--- src/rtl/instruction_assembler_if.sv ---
// Request/write-port bundle of the instruction assembler. The loader side uses
// the master modport; the assembler uses the slave modport.
`ifndef INST_WIDTH
`define INST_WIDTH 32
`endif
`ifndef DATA_WIDTH
`define DATA_WIDTH 32
`endif
`ifndef INST_TYPE_WIDTH
`define INST_TYPE_WIDTH 3
`define INST_TYPE_I    3'd0
`define INST_TYPE_S    3'd1
`define INST_TYPE_SB   3'd2
`define INST_TYPE_U    3'd3
`define INST_TYPE_JAL  3'd4
`define INST_TYPE_JALR 3'd5
`endif

interface instruction_assembler_if #(
  parameter int ADDR_WIDTH = 10
);
  logic                        addr_load;
  logic [ADDR_WIDTH-1:0]       load_addr;
  logic                        in_valid;
  logic                        in_ready;
  logic [`INST_TYPE_WIDTH-1:0] in_type;
  logic [6:0]                  in_opcode;
  logic [4:0]                  in_rd;
  logic [4:0]                  in_rs1;
  logic [4:0]                  in_rs2;
  logic [2:0]                  in_funct3;
  logic [`DATA_WIDTH-1:0]      in_imm;
  logic                        mem_we;
  logic                        mem_ready;
  logic [ADDR_WIDTH-1:0]       mem_addr;
  logic [`INST_WIDTH-1:0]      mem_wdata;
  logic                        err_valid;
  logic [1:0]                  err_code;
  logic [ADDR_WIDTH-1:0]       word_count;

  modport master (
    output addr_load, load_addr, in_valid, in_type, in_opcode, in_rd, in_rs1,
           in_rs2, in_funct3, in_imm, mem_ready,
    input  in_ready, mem_we, mem_addr, mem_wdata, err_valid, err_code, word_count
  );

  modport slave (
    input  addr_load, load_addr, in_valid, in_type, in_opcode, in_rd, in_rs1,
           in_rs2, in_funct3, in_imm, mem_ready,
    output in_ready, mem_we, mem_addr, mem_wdata, err_valid, err_code, word_count
  );
endinterface

--- src/rtl/instruction_assembler.sv ---
// Packs type/opcode/register/immediate fields into RV32 words and streams them to
// instruction memory. Define ASM_IMM_CHECK_EN to reject out-of-range immediates.
`ifndef INST_WIDTH
`define INST_WIDTH 32
`endif
`ifndef DATA_WIDTH
`define DATA_WIDTH 32
`endif
`ifndef INST_TYPE_WIDTH
`define INST_TYPE_WIDTH 3
`define INST_TYPE_I    3'd0
`define INST_TYPE_S    3'd1
`define INST_TYPE_SB   3'd2
`define INST_TYPE_U    3'd3
`define INST_TYPE_JAL  3'd4
`define INST_TYPE_JALR 3'd5
`endif

module instruction_assembler #(
  parameter int          ADDR_WIDTH = 10,
  parameter int unsigned BASE_ADDR  = 0
) (
  input logic                    clk,
  input logic                    rst_n,
  instruction_assembler_if.slave bus
);

  localparam logic [ADDR_WIDTH-1:0] BASE = ADDR_WIDTH'(BASE_ADDR);

  typedef enum logic [1:0] {
    ERR_NONE  = 2'd0,
    ERR_RANGE = 2'd1,
    ERR_TYPE  = 2'd2
  } err_code_t;

  logic [`DATA_WIDTH-1:0] imm;
  logic [`INST_WIDTH-1:0] word;
  logic                   type_bad;
  logic                   range_bad;
  logic                   legal;
  logic                   ready;
  logic                   accept;
  logic                   write_accept;

  logic                   mem_we_q;
  logic [ADDR_WIDTH-1:0]  mem_addr_q;
  logic [`INST_WIDTH-1:0] mem_wdata_q;
  logic                   err_valid_q;
  err_code_t              err_code_q;
  logic [ADDR_WIDTH-1:0]  word_count_q;

  assign imm = bus.in_imm;

  always_comb begin
    // NOTE: defaults first on every path so the case below cannot infer a latch.
    word     = '0;
    type_bad = 1'b0;
    case (bus.in_type)
      `INST_TYPE_I, `INST_TYPE_JALR:
        word = {imm[11:0], bus.in_rs1, bus.in_funct3, bus.in_rd, bus.in_opcode};
      `INST_TYPE_S:
        word = {imm[11:5], bus.in_rs2, bus.in_rs1, bus.in_funct3, imm[4:0], bus.in_opcode};
      `INST_TYPE_SB:
        word = {imm[12], imm[10:5], bus.in_rs2, bus.in_rs1, bus.in_funct3,
                imm[4:1], imm[11], bus.in_opcode};
      `INST_TYPE_U:
        word = {imm[31:12], bus.in_rd, bus.in_opcode};
      `INST_TYPE_JAL:
        word = {imm[20], imm[10:1], imm[11], imm[19:12], bus.in_rd, bus.in_opcode};
      default:
        type_bad = 1'b1;
    endcase
  end

`ifdef ASM_IMM_CHECK_EN
  // Any immediate bit the format cannot carry makes the request illegal.
  always_comb begin
    range_bad = 1'b0;
    case (bus.in_type)
      `INST_TYPE_I, `INST_TYPE_S, `INST_TYPE_JALR: range_bad = |imm[31:12];
      `INST_TYPE_SB:                               range_bad = (|imm[31:13]) || imm[0];
      `INST_TYPE_U:                                range_bad = |imm[11:0];
      `INST_TYPE_JAL:                              range_bad = (|imm[31:21]) || imm[0];
      default:                                     range_bad = 1'b0;
    endcase
  end
`else
  assign range_bad = 1'b0;
`endif

  assign legal        = !type_bad && !range_bad;
  assign ready        = !mem_we_q || bus.mem_ready;
  assign accept       = bus.in_valid && ready;
  assign write_accept = mem_we_q && bus.mem_ready;

  always_ff @(posedge clk) begin
    // NOTE: rst_n is sampled only at the clock edge; glitches between edges are ignored.
    if (!rst_n) begin
      mem_we_q     <= 1'b0;
      mem_wdata_q  <= '0;
      mem_addr_q   <= BASE;
      err_valid_q  <= 1'b0;
      err_code_q   <= ERR_NONE;
      word_count_q <= '0;
    end else begin
      // NOTE: non-blocking assignments keep every register reading pre-edge values.
      err_valid_q <= 1'b0;
      if (accept && !legal) begin
        err_valid_q <= 1'b1;
        err_code_q  <= type_bad ? ERR_TYPE : ERR_RANGE;
      end

      // A new word replaces the one leaving on the same edge (back-to-back).
      if (accept && legal) begin
        mem_we_q    <= 1'b1;
        mem_wdata_q <= word;
      end else if (write_accept) begin
        mem_we_q <= 1'b0;
      end

      // A load wins over the increment and also retargets any pending word.
      if (bus.addr_load) begin
        mem_addr_q   <= bus.load_addr;
        word_count_q <= '0;
      end else if (write_accept) begin
        mem_addr_q <= mem_addr_q + ADDR_WIDTH'(1);
        if (word_count_q != '1) word_count_q <= word_count_q + ADDR_WIDTH'(1);
      end
    end
  end

  assign bus.in_ready   = ready;
  assign bus.mem_we     = mem_we_q;
  assign bus.mem_addr   = mem_addr_q;
  assign bus.mem_wdata  = mem_wdata_q;
  assign bus.err_valid  = err_valid_q;
  assign bus.err_code   = err_code_q;
  assign bus.word_count = word_count_q;

endmodule

--- src/flat_wrapper.sv ---
// flat-port wrapper written by rule: the top's interface ports become plain ports
module instruction_assembler_flat 
#(
  parameter int          ADDR_WIDTH = 10,
  parameter int unsigned BASE_ADDR  = 0
)
  (clk, rst_n, bus_addr_load, bus_load_addr, bus_in_valid, bus_in_type, bus_in_opcode, bus_in_rd, bus_in_rs1, bus_in_rs2, bus_in_funct3, bus_in_imm, bus_mem_ready, bus_in_ready, bus_mem_we, bus_mem_addr, bus_mem_wdata, bus_err_valid, bus_err_code, bus_word_count);
  instruction_assembler_if #(.ADDR_WIDTH(ADDR_WIDTH)) bus_i ();
  input logic clk;
  input logic rst_n;
  input wire logic [$bits(bus_i.addr_load)-1:0] bus_addr_load;
  input wire logic [$bits(bus_i.load_addr)-1:0] bus_load_addr;
  input wire logic [$bits(bus_i.in_valid)-1:0] bus_in_valid;
  input wire logic [$bits(bus_i.in_type)-1:0] bus_in_type;
  input wire logic [$bits(bus_i.in_opcode)-1:0] bus_in_opcode;
  input wire logic [$bits(bus_i.in_rd)-1:0] bus_in_rd;
  input wire logic [$bits(bus_i.in_rs1)-1:0] bus_in_rs1;
  input wire logic [$bits(bus_i.in_rs2)-1:0] bus_in_rs2;
  input wire logic [$bits(bus_i.in_funct3)-1:0] bus_in_funct3;
  input wire logic [$bits(bus_i.in_imm)-1:0] bus_in_imm;
  input wire logic [$bits(bus_i.mem_ready)-1:0] bus_mem_ready;
  output wire logic [$bits(bus_i.in_ready)-1:0] bus_in_ready;
  output wire logic [$bits(bus_i.mem_we)-1:0] bus_mem_we;
  output wire logic [$bits(bus_i.mem_addr)-1:0] bus_mem_addr;
  output wire logic [$bits(bus_i.mem_wdata)-1:0] bus_mem_wdata;
  output wire logic [$bits(bus_i.err_valid)-1:0] bus_err_valid;
  output wire logic [$bits(bus_i.err_code)-1:0] bus_err_code;
  output wire logic [$bits(bus_i.word_count)-1:0] bus_word_count;
  assign bus_i.addr_load = bus_addr_load;
  assign bus_i.load_addr = bus_load_addr;
  assign bus_i.in_valid = bus_in_valid;
  assign bus_i.in_type = bus_in_type;
  assign bus_i.in_opcode = bus_in_opcode;
  assign bus_i.in_rd = bus_in_rd;
  assign bus_i.in_rs1 = bus_in_rs1;
  assign bus_i.in_rs2 = bus_in_rs2;
  assign bus_i.in_funct3 = bus_in_funct3;
  assign bus_i.in_imm = bus_in_imm;
  assign bus_i.mem_ready = bus_mem_ready;
  assign bus_in_ready = bus_i.in_ready;
  assign bus_mem_we = bus_i.mem_we;
  assign bus_mem_addr = bus_i.mem_addr;
  assign bus_mem_wdata = bus_i.mem_wdata;
  assign bus_err_valid = bus_i.err_valid;
  assign bus_err_code = bus_i.err_code;
  assign bus_word_count = bus_i.word_count;
  instruction_assembler #(.ADDR_WIDTH(ADDR_WIDTH), .BASE_ADDR(BASE_ADDR)) u_core (.clk(clk), .rst_n(rst_n), .bus(bus_i));
endmodule
--- config.mk ---
export PLATFORM = sky130hd
export DESIGN_NAME = instruction_assembler_flat
export DESIGN_NICKNAME = d
export VERILOG_FILES = /design/src/rtl/instruction_assembler_if.sv /design/src/rtl/instruction_assembler.sv /design/src/flat_wrapper.sv
export SDC_FILE = /design/constraint.sdc
export NUM_CORES = 1
export LEC_CHECK = 0
export ABC_CLOCK_PERIOD_IN_PS = 2370
export BUFFER_PORTS_ARGS = -buffer_cell sky130_fd_sc_hd__buf_2
export CAP_MARGIN = 20
export CORE_MARGIN = 2
export CORE_UTILIZATION = 48
export DETAILED_ROUTE_END_ITERATION = 8
export GPL_TIMING_DRIVEN = 0
export PLACE_DENSITY_LB_ADDON = 0.1
export SETUP_SLACK_MARGIN = 0.2
export SLEW_MARGIN = 30
export SYNTH_ARGS = -nofsm -noshare
export SYNTH_HDL_FRONTEND = slang
export SYNTH_SLANG_ARGS = --single-unit
--- constraint.sdc ---
create_clock -name clk -period 2.37 [get_ports clk]
set_input_delay 0.1185 -clock clk [delete_from_list [all_inputs] [get_ports clk]]
set_output_delay 0.1185 -clock clk [all_outputs]
set_load 0.02 [all_outputs]
# Yosys cells after proc, flatten, opt, wreduce, memory -nomap -nowiden
# Cells that the tools add are included.
# W data, S select, Z words.
# op_classes
reduce_logical,13
add_sub_neg,2
n_eq_ne,6
shifts,0
muxes,8
magnitude_cmp,0
bitwise_logic,1
div,0
multipliers,0
# ops
operator,n
$pmux W32 S5,1
$add A10 B1 Y10 const B,2
$mux W10,2
$ne A10 B10 Y1 const B,1
$eq A3 B2 Y1 const B,2
$eq A3 B3 Y1 const B,2
$reduce_or A6 Y1,1
$logic_and A1 B1 Y1,4
$mux W1,4
$reduce_bool A2 Y1,2
$reduce_or A2 Y1,2
$eq A3 B1 Y1 const B,1
$logic_not A3 Y1,1
$mux W2,1
$reduce_and A2 Y1,1
$logic_not A1 Y1,1
$logic_or A1 B1 Y1,1
$not A1 Y1,1
# totals
output_inout_bits,57
register_bits,56
latch_bits,0
elab_cells,36
input_bits,75
mem_bits_rw,0
mem_count,0
romBits,0

# Longest topological paths before layout
# Gate-level depths: netlist of the first run.
# logic_depth
depth_word,5
depth_mapped,7
ltp_nobuf,5

# Worst setup path after synthesis of the first run
# Ideal clock, no wire load.
# synth_timing
path_kind,reg-to-reg
start,reg u_core.mem_we_q (netlist: u_core.bus.mem_we)
end,reg u_core.word_count_q[9] (netlist: u_core.bus.word_count[9])
slack_ns,0.753
path_buffers,1
setup_ns,0.071
path_stages_with_launch,6
required_ns,2.299
arrival_ns,1.546
synth_period_minus_slack_ns,1.617
cell_sequence,dfxtp_1 and2_4 buf_8 nand4_4 or4_1 a21oi_1
# synth_via
elab_chain_len,2
# synth_rtl
item,line,text
from (decl),instruction_assembler.sv:45,logic mem_we_q;
from (signal assigned),instruction_assembler.sv:99,mem_we_q <= 1'b0;
from (signal assigned),instruction_assembler.sv:115,mem_we_q <= 1'b1;
from (signal assigned),instruction_assembler.sv:118,mem_we_q <= 1'b0;
$logic_and A1 B1 Y1,instruction_assembler.sv:94,assign write_accept = mem_we_q && bus.mem_ready;
$reduce_and A2 Y1 (no line),n/a,
to (signal assigned),instruction_assembler.sv:127,if (word_count_q != '1) word_count_q <= word_count_q + ADDR_WIDTH'(1);
to (decl),instruction_assembler.sv:50,logic [ADDR_WIDTH-1:0] word_count_q;
# Every way passes these cells.
# A chain may end at the register's enable or synchronous reset.

# Worst setup path after layout of the first run
# Same ends and word-level chain as after synthesis.

==> results of run 1 <==
==> synth_stat cells, drive strengths merged, types with 8 or more instances <==
cell type / instances / share of area, %
o21ai: 39 / 6.8
buf: 14 / 2.8
a21boi: 8 / 2.1
dfxtp: 56 / 39
xor2: 9 / 2.7
clkbuf: 10 / 1.3
nand2: 32 / 4.2
a21oi: 47 / 8.2
o22a: 9 / 2.7
a22oi: 21 / 5.5
nor2b: 12 / 2.6
a22o: 12 / 3.6
==> layout by cell type, fill, tap and decap left out, drive strengths merged, types with 4 or more instances in the layout <==
cell and n:
a211oi 4, a21boi 8, a21oi 47, a22o 12, a22oi 21, and2 6, buf 143, clkbuf 18
dfxtp 56, inv 5, mux2i 6, nand2 32, nand3 7, nand4 6, nor2 7, nor2b 12
o21ai 39, o22a 9, xor2 9
==> worst max-delay path, cell delays in order (launching register included) <==
cell	delay (ps)
dfxtp_1	450
and2_4	190
buf_8	120
nand4_4	160
or4_1	490
a21oi_1	150
==> metrics by stage <==
step           cells  worst slack (ps)
4_1_cts          554               745
5_1_grt          554               609
3_3_place_gp     546               736
2_1_floorplan    342               753
6_report         554               741
3_5_place_dp     546               730
==> metal layers <==
layer / part of all wire (%) / up-vias / global-route usage, %
li1: - / 1539 / -
met5: 0 / - / 0
met4: 1.3 / 0 / 5.93
met3: 6.5 / 13 / 4.40
met1: 44 / 1422 / 29.5
met2: 48 / 100 / 42.1
==> state kept, by name (all words and copies together), names as in the netlist <==
| signal | cells |
|---|---|
| u_core.bus.err_code | 2 |
| u_core.bus.err_valid | 1 |
| u_core.bus.mem_addr | 10 |
| u_core.bus.mem_wdata | 32 |
| u_core.bus.mem_we | 1 |
| u_core.bus.word_count | 10 |
==> cell type report <==
type	instances	area, sq um
buffer	24	118
clock buffer	8	90.1
fill	567	2140
inverter	5	18.8
multi-input combinational	257	1630
sequential	56	1120
tap	75	93.8
timing repair buffer	129	646
==> worst min path at each step <==
stage                                start                 endpoint  slack (ps)  depth (start not counted)
after floorplan           bus_in_opcode[1]  u_core.bus.mem_wdata[1]         250                          2
after global placement    bus_load_addr[2]   u_core.bus.mem_addr[2]         340                          2
after detailed placement  bus_load_addr[2]   u_core.bus.mem_addr[2]         350                          2
after CTS                 bus_load_addr[2]   u_core.bus.mem_addr[2]          20                          2
after global routing      bus_load_addr[2]   u_core.bus.mem_addr[2]          30                          2
final                     bus_load_addr[2]   u_core.bus.mem_addr[2]          20                          2
==> cell families after synthesis <==
group	Yosys count	synth area share, %
multiplexers	8	2.86
flip-flops	56	38.9
AO/OA/AOI/OAI	153	33.7
buffers and inverters	29	4.73
XOR/XNOR	12	3.64
adder cells (fa/ha/maj)	2	0.867
AND/OR/NAND/NOR	82	15.4
==> report_power, final <==
| part | total, mW | switching, mW | internal [mW] |
|---|---|---|---|
| clock network | 0.548 | 0.308 | 0.240 |
| registers | 1.03 | 0.0346 | 0.997 |
| logic | 0.467 | 0.274 | 0.193 |
| total | 2.05 | 0.617 | 1.43 |
==> impl_metrics.yaml, run 1 <==
cells_and_area:
  area_growth_pct: 28.8
  nets: 555
  post-route-util_pct: 63.5
  diodes: 0
  drive_gt1_share_pct: 32.4
  postLayoutCellArea_sq_um: 3710
pwr:
  p_leak_nw: 1.70
  p_per_area_nw_per_um2: 551
  p_total_mw: 2.05
  ir_drop_uv: 261
floorplan:
  num_rows: 28
  core_area_sq_um: 5850
  die_w_um: 81.5
  pin_count: 132
  initial_core_util_pct: 49.3
  die_y_um: 81.5
  dieArea_sq_um: 6650
drt:
  via_per_inst: 5.55
  drt_pass1_iterations: 4
  routed_wl_mm: 8.02
  first_iter_violations: 115
  ant_nets: 0
  wl_per_cell_um: 14.5
  via_count: 3074
  remaining_drc_errors: 0
critical_path:
  crit_required_ps: 2610
  critPathCaptureType: "register"
  r2r-end: "u_core.bus.word_count[9]"
  startpoint_type: "register"
  reg2reg_slack_ps: 740
  arrival_ps: 1870
  crit_type: "register to register"
  crit_path_end: "u_core.bus.word_count[9]"
  rr_worst_depth: 5
  cp-startpoint: "u_core.bus.mem_we"
  cp_max_fo: 8
  rr_startpoint: "u_core.bus.mem_we"
yosys:
  syn_area_sq_um: 2890
  ys.flop_type: "dfxtp_1"
  synthArstFlopShare_pct: 0
  ys_seq_area_share_pct: 38.9
  ys_warn_count: 0
  syn_area_per_cell_sq_um: 8.44
  synth_edf_count: 0
  synth_nets: 419
  yosysUniqueCellTypes: 47
  synth_cells: 342
  ys_ff_latch: 56
sta:
  finalSetupViolCount: 0
  tightest_slew_ps: 759
  whs_ps: 23.8
  rsz0062_at_grt: "no"
  fmax_mhz: 614
  skew_ps: 5.66
  fin_tns_setup_ps: 0
  finalHoldViolCount: 0
  fin_crit_sh_pct: 68.8
  maxSlewViolCount: 0
  relSlewSlack_pct: 49.4
  period_minus_slack_ps: 1630
place:
  port_buffers: 129
  dp_hpwl_mm: 6.04
  routabilityCongestion: 0.802
  postPlaceCellArea_sq_um: 3620
global_routing:
  grt_pass1_wl_mm: 12.5
  grt_max_degree: 16
  overflow: 0
  antenna_found_initial: 0
  grt_pass1_vias: 2832
  grt_usage_pct: 23.7
clock_network:
  h-tree-depth: 2
  cts-hold-fix-buffers: 0
  clock_sinks: 56
  cts_tree: "built"
  cts_setup_buffers: 0
  worstSkewPairLatency_ps: 310
  clock-root-buffer: "clkbuf_8"
  clk_pin_slew_ps: 100
  numCtsBuffers: 5
  ctsResizeCount: 0
  cts_max_path_buffers: 2
worst_hold_path:
  min_path_type: "input pin to register"
run_status:
  status: "finished clean"
run:
  maxCapViolCount: 0
Note: power is estimated with default switching activity, not from simulation.
==> inputs of run 2 (changes only) <==
--- a/config.mk
+++ b/config.mk
@@ -5,11 +5,11 @@
 export SDC_FILE = /design/constraint.sdc
 export NUM_CORES = 1
 export LEC_CHECK = 0
-export ABC_CLOCK_PERIOD_IN_PS = 2370
+export ABC_CLOCK_PERIOD_IN_PS = 1700
 export BUFFER_PORTS_ARGS = -buffer_cell sky130_fd_sc_hd__buf_2
 export CAP_MARGIN = 20
 export CORE_MARGIN = 2
-export CORE_UTILIZATION = 48
+export CORE_UTILIZATION = 47
 export DETAILED_ROUTE_END_ITERATION = 8
 export GPL_TIMING_DRIVEN = 0
 export PLACE_DENSITY_LB_ADDON = 0.1
==> constraint.sdc (replaced) <==
create_clock -name clk -period 1.7 [get_ports clk]
set_input_delay 0.085 -clock clk [delete_from_list [all_inputs] [get_ports clk]]
set_output_delay 0.085 -clock clk [all_outputs]
set_load 0.02 [all_outputs]
==> run 2 against run 1 <==
Register-to-register slack lost 500 ps. Via count is 1.4% lower. Clock skew about the same. Power grew 52%. Critical path depth stayed put. Worst setup slack worse by 500 ps. Sequential power grew 40%. Non-clock buffer count rose by 3.
==> impl_metrics.yaml, run 2 (synthesized netlist as in run 1, its figures left out) <==
sta:
  maxSlewViolCount: 0
  tightest_slew_ps: 724
  whs_ps: 11.9
  fmax_mhz: 687
  fin_crit_sh_pct: 85.6
  finalHoldViolCount: 0
  setup_slack_ps: 244
  fin_tns_setup_ps: 0
  rsz0062_at_grt: "yes"
  finalSetupViolCount: 0
  relSlewSlack_pct: 51.8
  period_minus_slack_ps: 1460
  skew_ps: 5.64
clock_network:
  cts_tree: "built"
  cts_max_path_buffers: 2
  clock-root-buffer: "clkbuf_8"
  clk_pin_slew_ps: 100
  h-tree-depth: 2
  clock_sinks: 56
  numCtsBuffers: 5
  worstSkewPairLatency_ps: 300
drt:
  wl_per_cell_um: 14.2
  via_count: 3031
  routed_wl_mm: 7.90
  via_per_inst: 5.45
  drt_pass1_iterations: 4
  first_iter_violations: 115
  remaining_drc_errors: 0
  ant_nets: 0
global_routing:
  overflow: 0
  grt_pass1_vias: 2631
  grt_max_degree: 17
  grt_pass1_wl_mm: 11.9
  antenna_found_initial: 0
  grt_usage_pct: 22.4
run_status:
  status: "finished clean"
cells_and_area:
  postLayoutCellArea_sq_um: 3830
  fin_cells: 556
  largest_reg_flops: 32
  layout_common_cells: "buf_2, dfxtp_1, a21oi_1, o21ai_0, nand2_1"
  drive_gt1_share_pct: 34.5
  final_common_cell: "buf_2"
  nets: 558
  diodes: 0
  n_fill_cell: 534
  area_growth_pct: 32.6
floorplan:
  dieArea_sq_um: 6780
  die_y_um: 82.4
  die_w_um: 82.4
  num_rows: 28
  core_area_sq_um: 5920
  pin_count: 132
  initial_core_util_pct: 48.7
critical_path:
  startpoint_type: "register"
  reg2reg_slack_ps: 240
  rr_worst_depth: 5
  cp_max_fo: 8
  crit_required_ps: 1940
  crit_type: "register to register"
  rr_startpoint: "u_core.bus.mem_we"
  r2r-end: "u_core.bus.word_count[9]"
  critPathCaptureType: "register"
  arrival_ps: 1700
place:
  routabilityCongestion: 0.826
  pre_cts_ws_ps: 97.9
  dp_cells: 546
  port_buffers: 129
  postPlaceCellArea_sq_um: 3630
  dp_hpwl_mm: 5.97
pwr:
  p_per_area_nw_per_um2: 811
  p_leak_nw: 1.75
  ir_drop_uv: 390
worst_hold_path:
  min_path_type: "input pin to register"
  whs_path_depth: 3
  worstHoldEndpoint: "u_core.bus.mem_wdata[2]"
  worstHoldStart: "bus_in_opcode[2]"
run:
  maxCapViolCount: 0
==> run 2: layout make-up <==
type / instances / area [sq um] / area share (%)
Sequential cell: 56 / 1130 / 29.5
Timing Repair Buffer: 132 / 671 / 17.5
Tap cell: 75 / 93.8 / 2.45
Clock buffer: 5 / 68.8 / 1.80
Clock inverter: 2 / 60.1 / 1.57
Buffer: 24 / 128 / 3.34
Inverter: 5 / 18.8 / 0.491
Multi-Input combinational cell: 257 / 1660 / 43.4
==> run 2: metal layers <==
layer  track usage, %  vias up  wire length (um)
li1                 -     1541                 -
met1             28.5     1382              3540
met2             37.8      104              3790
met3             5.33        4               517
met4             6.17        0                54
met5                0        -                 0
==> run 2: worst max-delay path by stage <==
stage	startpoint	end	slack, ps
final	u_core.bus.mem_we	u_core.bus.word_count[9]	240
after global routing	u_core.bus.mem_we	u_core.bus.mem_wdata[24]	180
after CTS	u_core.bus.word_count[0]	u_core.bus.word_count[0]	200
after detailed placement	bus_in_type[0]	u_core.bus.mem_wdata[9]	100
after global placement	bus_in_type[0]	u_core.bus.mem_wdata[22]	120
after floorplan	u_core.bus.mem_we	u_core.bus.word_count[9]	200
==> run 2: critical path, stage by stage, from the launching register on <==
cell,delay (ps)
dfxtp_4,370
and2_4,140
buf_8,130
nand4_4,120
or4_1,490
a21oi_1,150
==> run 2: power breakdown <==
group	total, mW	internal [mW]	switching, mW
Clock	1.01	0.580	0.429
Combinational	0.659	0.278	0.381
Sequential	1.44	1.39	0.0453
Total	3.10	2.25	0.856
==> run 2: timing repair <==
item                                    4_1_cts  5_1_grt
setup buffers                                 1        1
endpoints found under the setup margin       22       23
hold endpoints to repair                      1        0
pin swaps                                     0        1
hold buffers                                  1        0
resized for setup                             4       10
==> run 2: stage by stage <==
step	util (%)	total power [mW]
after global routing	64.6	3.25
after CTS	64.0	3.12
after detailed placement	61.3	2.11
after floorplan	-	1.86
after global placement	61.3	2.10
final	64.6	3.10
==> inputs of run 3 (changes only) <==
--- a/config.mk
+++ b/config.mk
@@ -8,6 +8,7 @@
 export ABC_CLOCK_PERIOD_IN_PS = 1700
 export BUFFER_PORTS_ARGS = -buffer_cell sky130_fd_sc_hd__buf_2
 export CAP_MARGIN = 20
+export CORE_ASPECT_RATIO = 0.6
 export CORE_MARGIN = 2
 export CORE_UTILIZATION = 47
 export DETAILED_ROUTE_END_ITERATION = 8
==> run 3 against run 2 <==
Clock power about the same. Final cell count grew 2.3%. Maximum frequency rose by 0.53%. Sequential power about the same. Wire length up 8.6%. Sequential cell count unchanged. Sequential share of layout area is 0.42 points lower. Clock skew shrank 0.69 ps. Register-to-register slack barely moved. Via count rose by 4.0%. Count of clock-buffer cells in the layout unchanged. Hold slack better by 3.7 ps. Largest power group unchanged. Highest routed layer unchanged.
==> impl_metrics.yaml, run 3 (synthesized netlist as in run 1, its figures left out) <==
run_status:
  status: "finished clean"
global_routing:
  grt.busiest_layer: "met2"
  antenna_found_initial: 0
  overflow: 0
  met2_usage_pct: 38.1
  grt_usage_pct: 25.2
  grt_max_degree: 17
  grt_pass1_wl_mm: 14.0
  grt_pass1_vias: 2946
  grtUsageMet1_pct: 37.8
  gr-usage-met3_pct: 4.93
drt:
  wl_per_cell_um: 15.1
  routed_wl_mm: 8.58
  ant_nets: 0
  via_count: 3151
  first_iter_violations: 154
  drt_pass1_iterations: 5
  via_per_inst: 5.54
  remaining_drc_errors: 0
critical_path:
  startpoint_type: "register"
  slowest_delay_ps: 550
  path_buf_inv: 0
  reg2reg_slack_ps: 250
  critical_path.cell_chain: "nand4_4 -> or4_4 -> a21oi_1"
  crit_required_ps: 1940
  arrival_ps: 1680
  cp_max_fo: 7
  cp.depth: 3
  rr_worst_depth: 3
  critPathCaptureType: "register"
  critPathSlowestCell: "or4_4"
  crit_type: "register to register"
  crit_family: "simple AND/OR/NAND/NOR gates"
clock_network:
  clk_pin_slew_ps: 100
  numCtsBuffers: 5
  clock_sinks: 56
  worstSkewPairLatency_ps: 300
  cts_tree: "built"
  cts_max_path_buffers: 2
  h-tree-depth: 2
  clock-root-buffer: "clkbuf_8"
pwr:
  p_leak_nw: 1.78
  ir_drop_uv: 641
  p_sw_share_pct: 27.7
  seqPwrFrac_pct: 46.2
  p_total_mw: 3.12
  internal_power_mw: 2.26
  comb_power_share_pct: 21.7
  p_per_area_nw_per_um2: 804
  switchingPower_mw: 0.864
  clock_power_share_pct: 32.1
sta:
  period_minus_slack_ps: 1450
  finalHoldViolCount: 0
  fin_tns_setup_ps: 0
  fin_crit_sh_pct: 85.2
  tightest_slew_ps: 663
  relSlewSlack_pct: 55.8
  rsz0062_at_grt: "yes"
  skew_ps: 4.95
  maxSlewViolCount: 0
  finalSetupViolCount: 0
  fmax_mhz: 691
cells_and_area:
  largest_reg_flops: 32
  drive_gt1_share_pct: 35.5
  area_growth_pct: 34.5
  layout_common_cells: "buf_2, dfxtp_1, a21oi_1, o21ai_0, nand2_1"
  nets: 562
  final_common_cell: "buf_2"
  diodes: 0
  n_fill_cell: 555
place:
  dp_hpwl_mm: 6.46
  routabilityCongestion: 0.851
  port_buffers: 129
worst_hold_path:
  min_path_type: "input pin to register"
  whs_path_depth: 3
floorplan:
  die_y_um: 64.7
  pin_count: 132
  dieArea_sq_um: 6800
  num_rows: 22
  initial_core_util_pct: 47.9
  die_w_um: 105
  core_area_sq_um: 6030
run:
  maxCapViolCount: 0
run 3: cell count changes in the layout (fill, tap and decap cells not counted), sizes merged:
cell	before	now
buf	143	147
run 3: power by group through the flow:
stage,logic [mW],clock network (mW),registers [mW]
detailed placement,0.654,0,1.47
global placement,0.642,0,1.47
global route,0.741,1.07,1.45
floorplan,0.300,0,1.56
finish,0.676,1.00,1.44
CTS,0.666,1.03,1.44
run 3: per-stage QoR:
stage | utilization [%] | std cells | instance area (sq um) | hold WS (ps) | setup slack, ps
finish | 64.4 | 569 | 3880 | 15.6 | 252
global route | 64.4 | 569 | 3880 | 22.6 | 199
CTS | 63.4 | 567 | 3820 | 4.78 | 197
detailed placement | 60.4 | 555 | 3640 | 314 | 115
global placement | 60.4 | 555 | 3640 | 308 | 164
floorplan | - | 342 | 2890 | 220 | 200
run 3: area by class of cell:
cell class | count | area [sq um] | area share [%]
Buffer | 24 | 130 | 3.35
Sequential cell | 56 | 1130 | 29.0
Timing Repair Buffer | 136 | 701 | 18.1
Clock inverter | 2 | 60.1 | 1.55
Multi-Input combinational cell | 257 | 1670 | 43.0
Inverter | 5 | 18.8 | 0.484
Tap cell | 84 | 105 | 2.71
Clock buffer | 5 | 68.8 | 1.77
run 3: worst paths after layout:
check | from | to
max | u_core.bus.word_count[3] | u_core.bus.word_count[9]
min | bus_in_opcode[2] | u_core.bus.mem_wdata[2]
max reg2reg | u_core.bus.word_count[3] | u_core.bus.word_count[9]
min reg2reg | u_core.bus.err_code[0] | u_core.bus.err_code[0]
run 3: tightest hold or removal path: stages:
cell	delay [ps]
buf_2	100
nand2_1	50
a21boi_1	50
run 3: repair_timing:
| action | 4_1_cts | 5_1_grt |
|---|---|---|
| pin swaps | 0 | 1 |
| hold buffers | 1 | 0 |
| setup endpoints to repair | 22 | 36 |
| hold endpoints to repair | 1 | 0 |
| resized for setup | 4 | 14 |
| setup buffers | 4 | 2 |
run 3: metal layers:
layer	wire (um)	part of all wire, %
met5	0	0
met3	646	7.5
met4	25	0.29
met2	3580	42
met1	4330	50
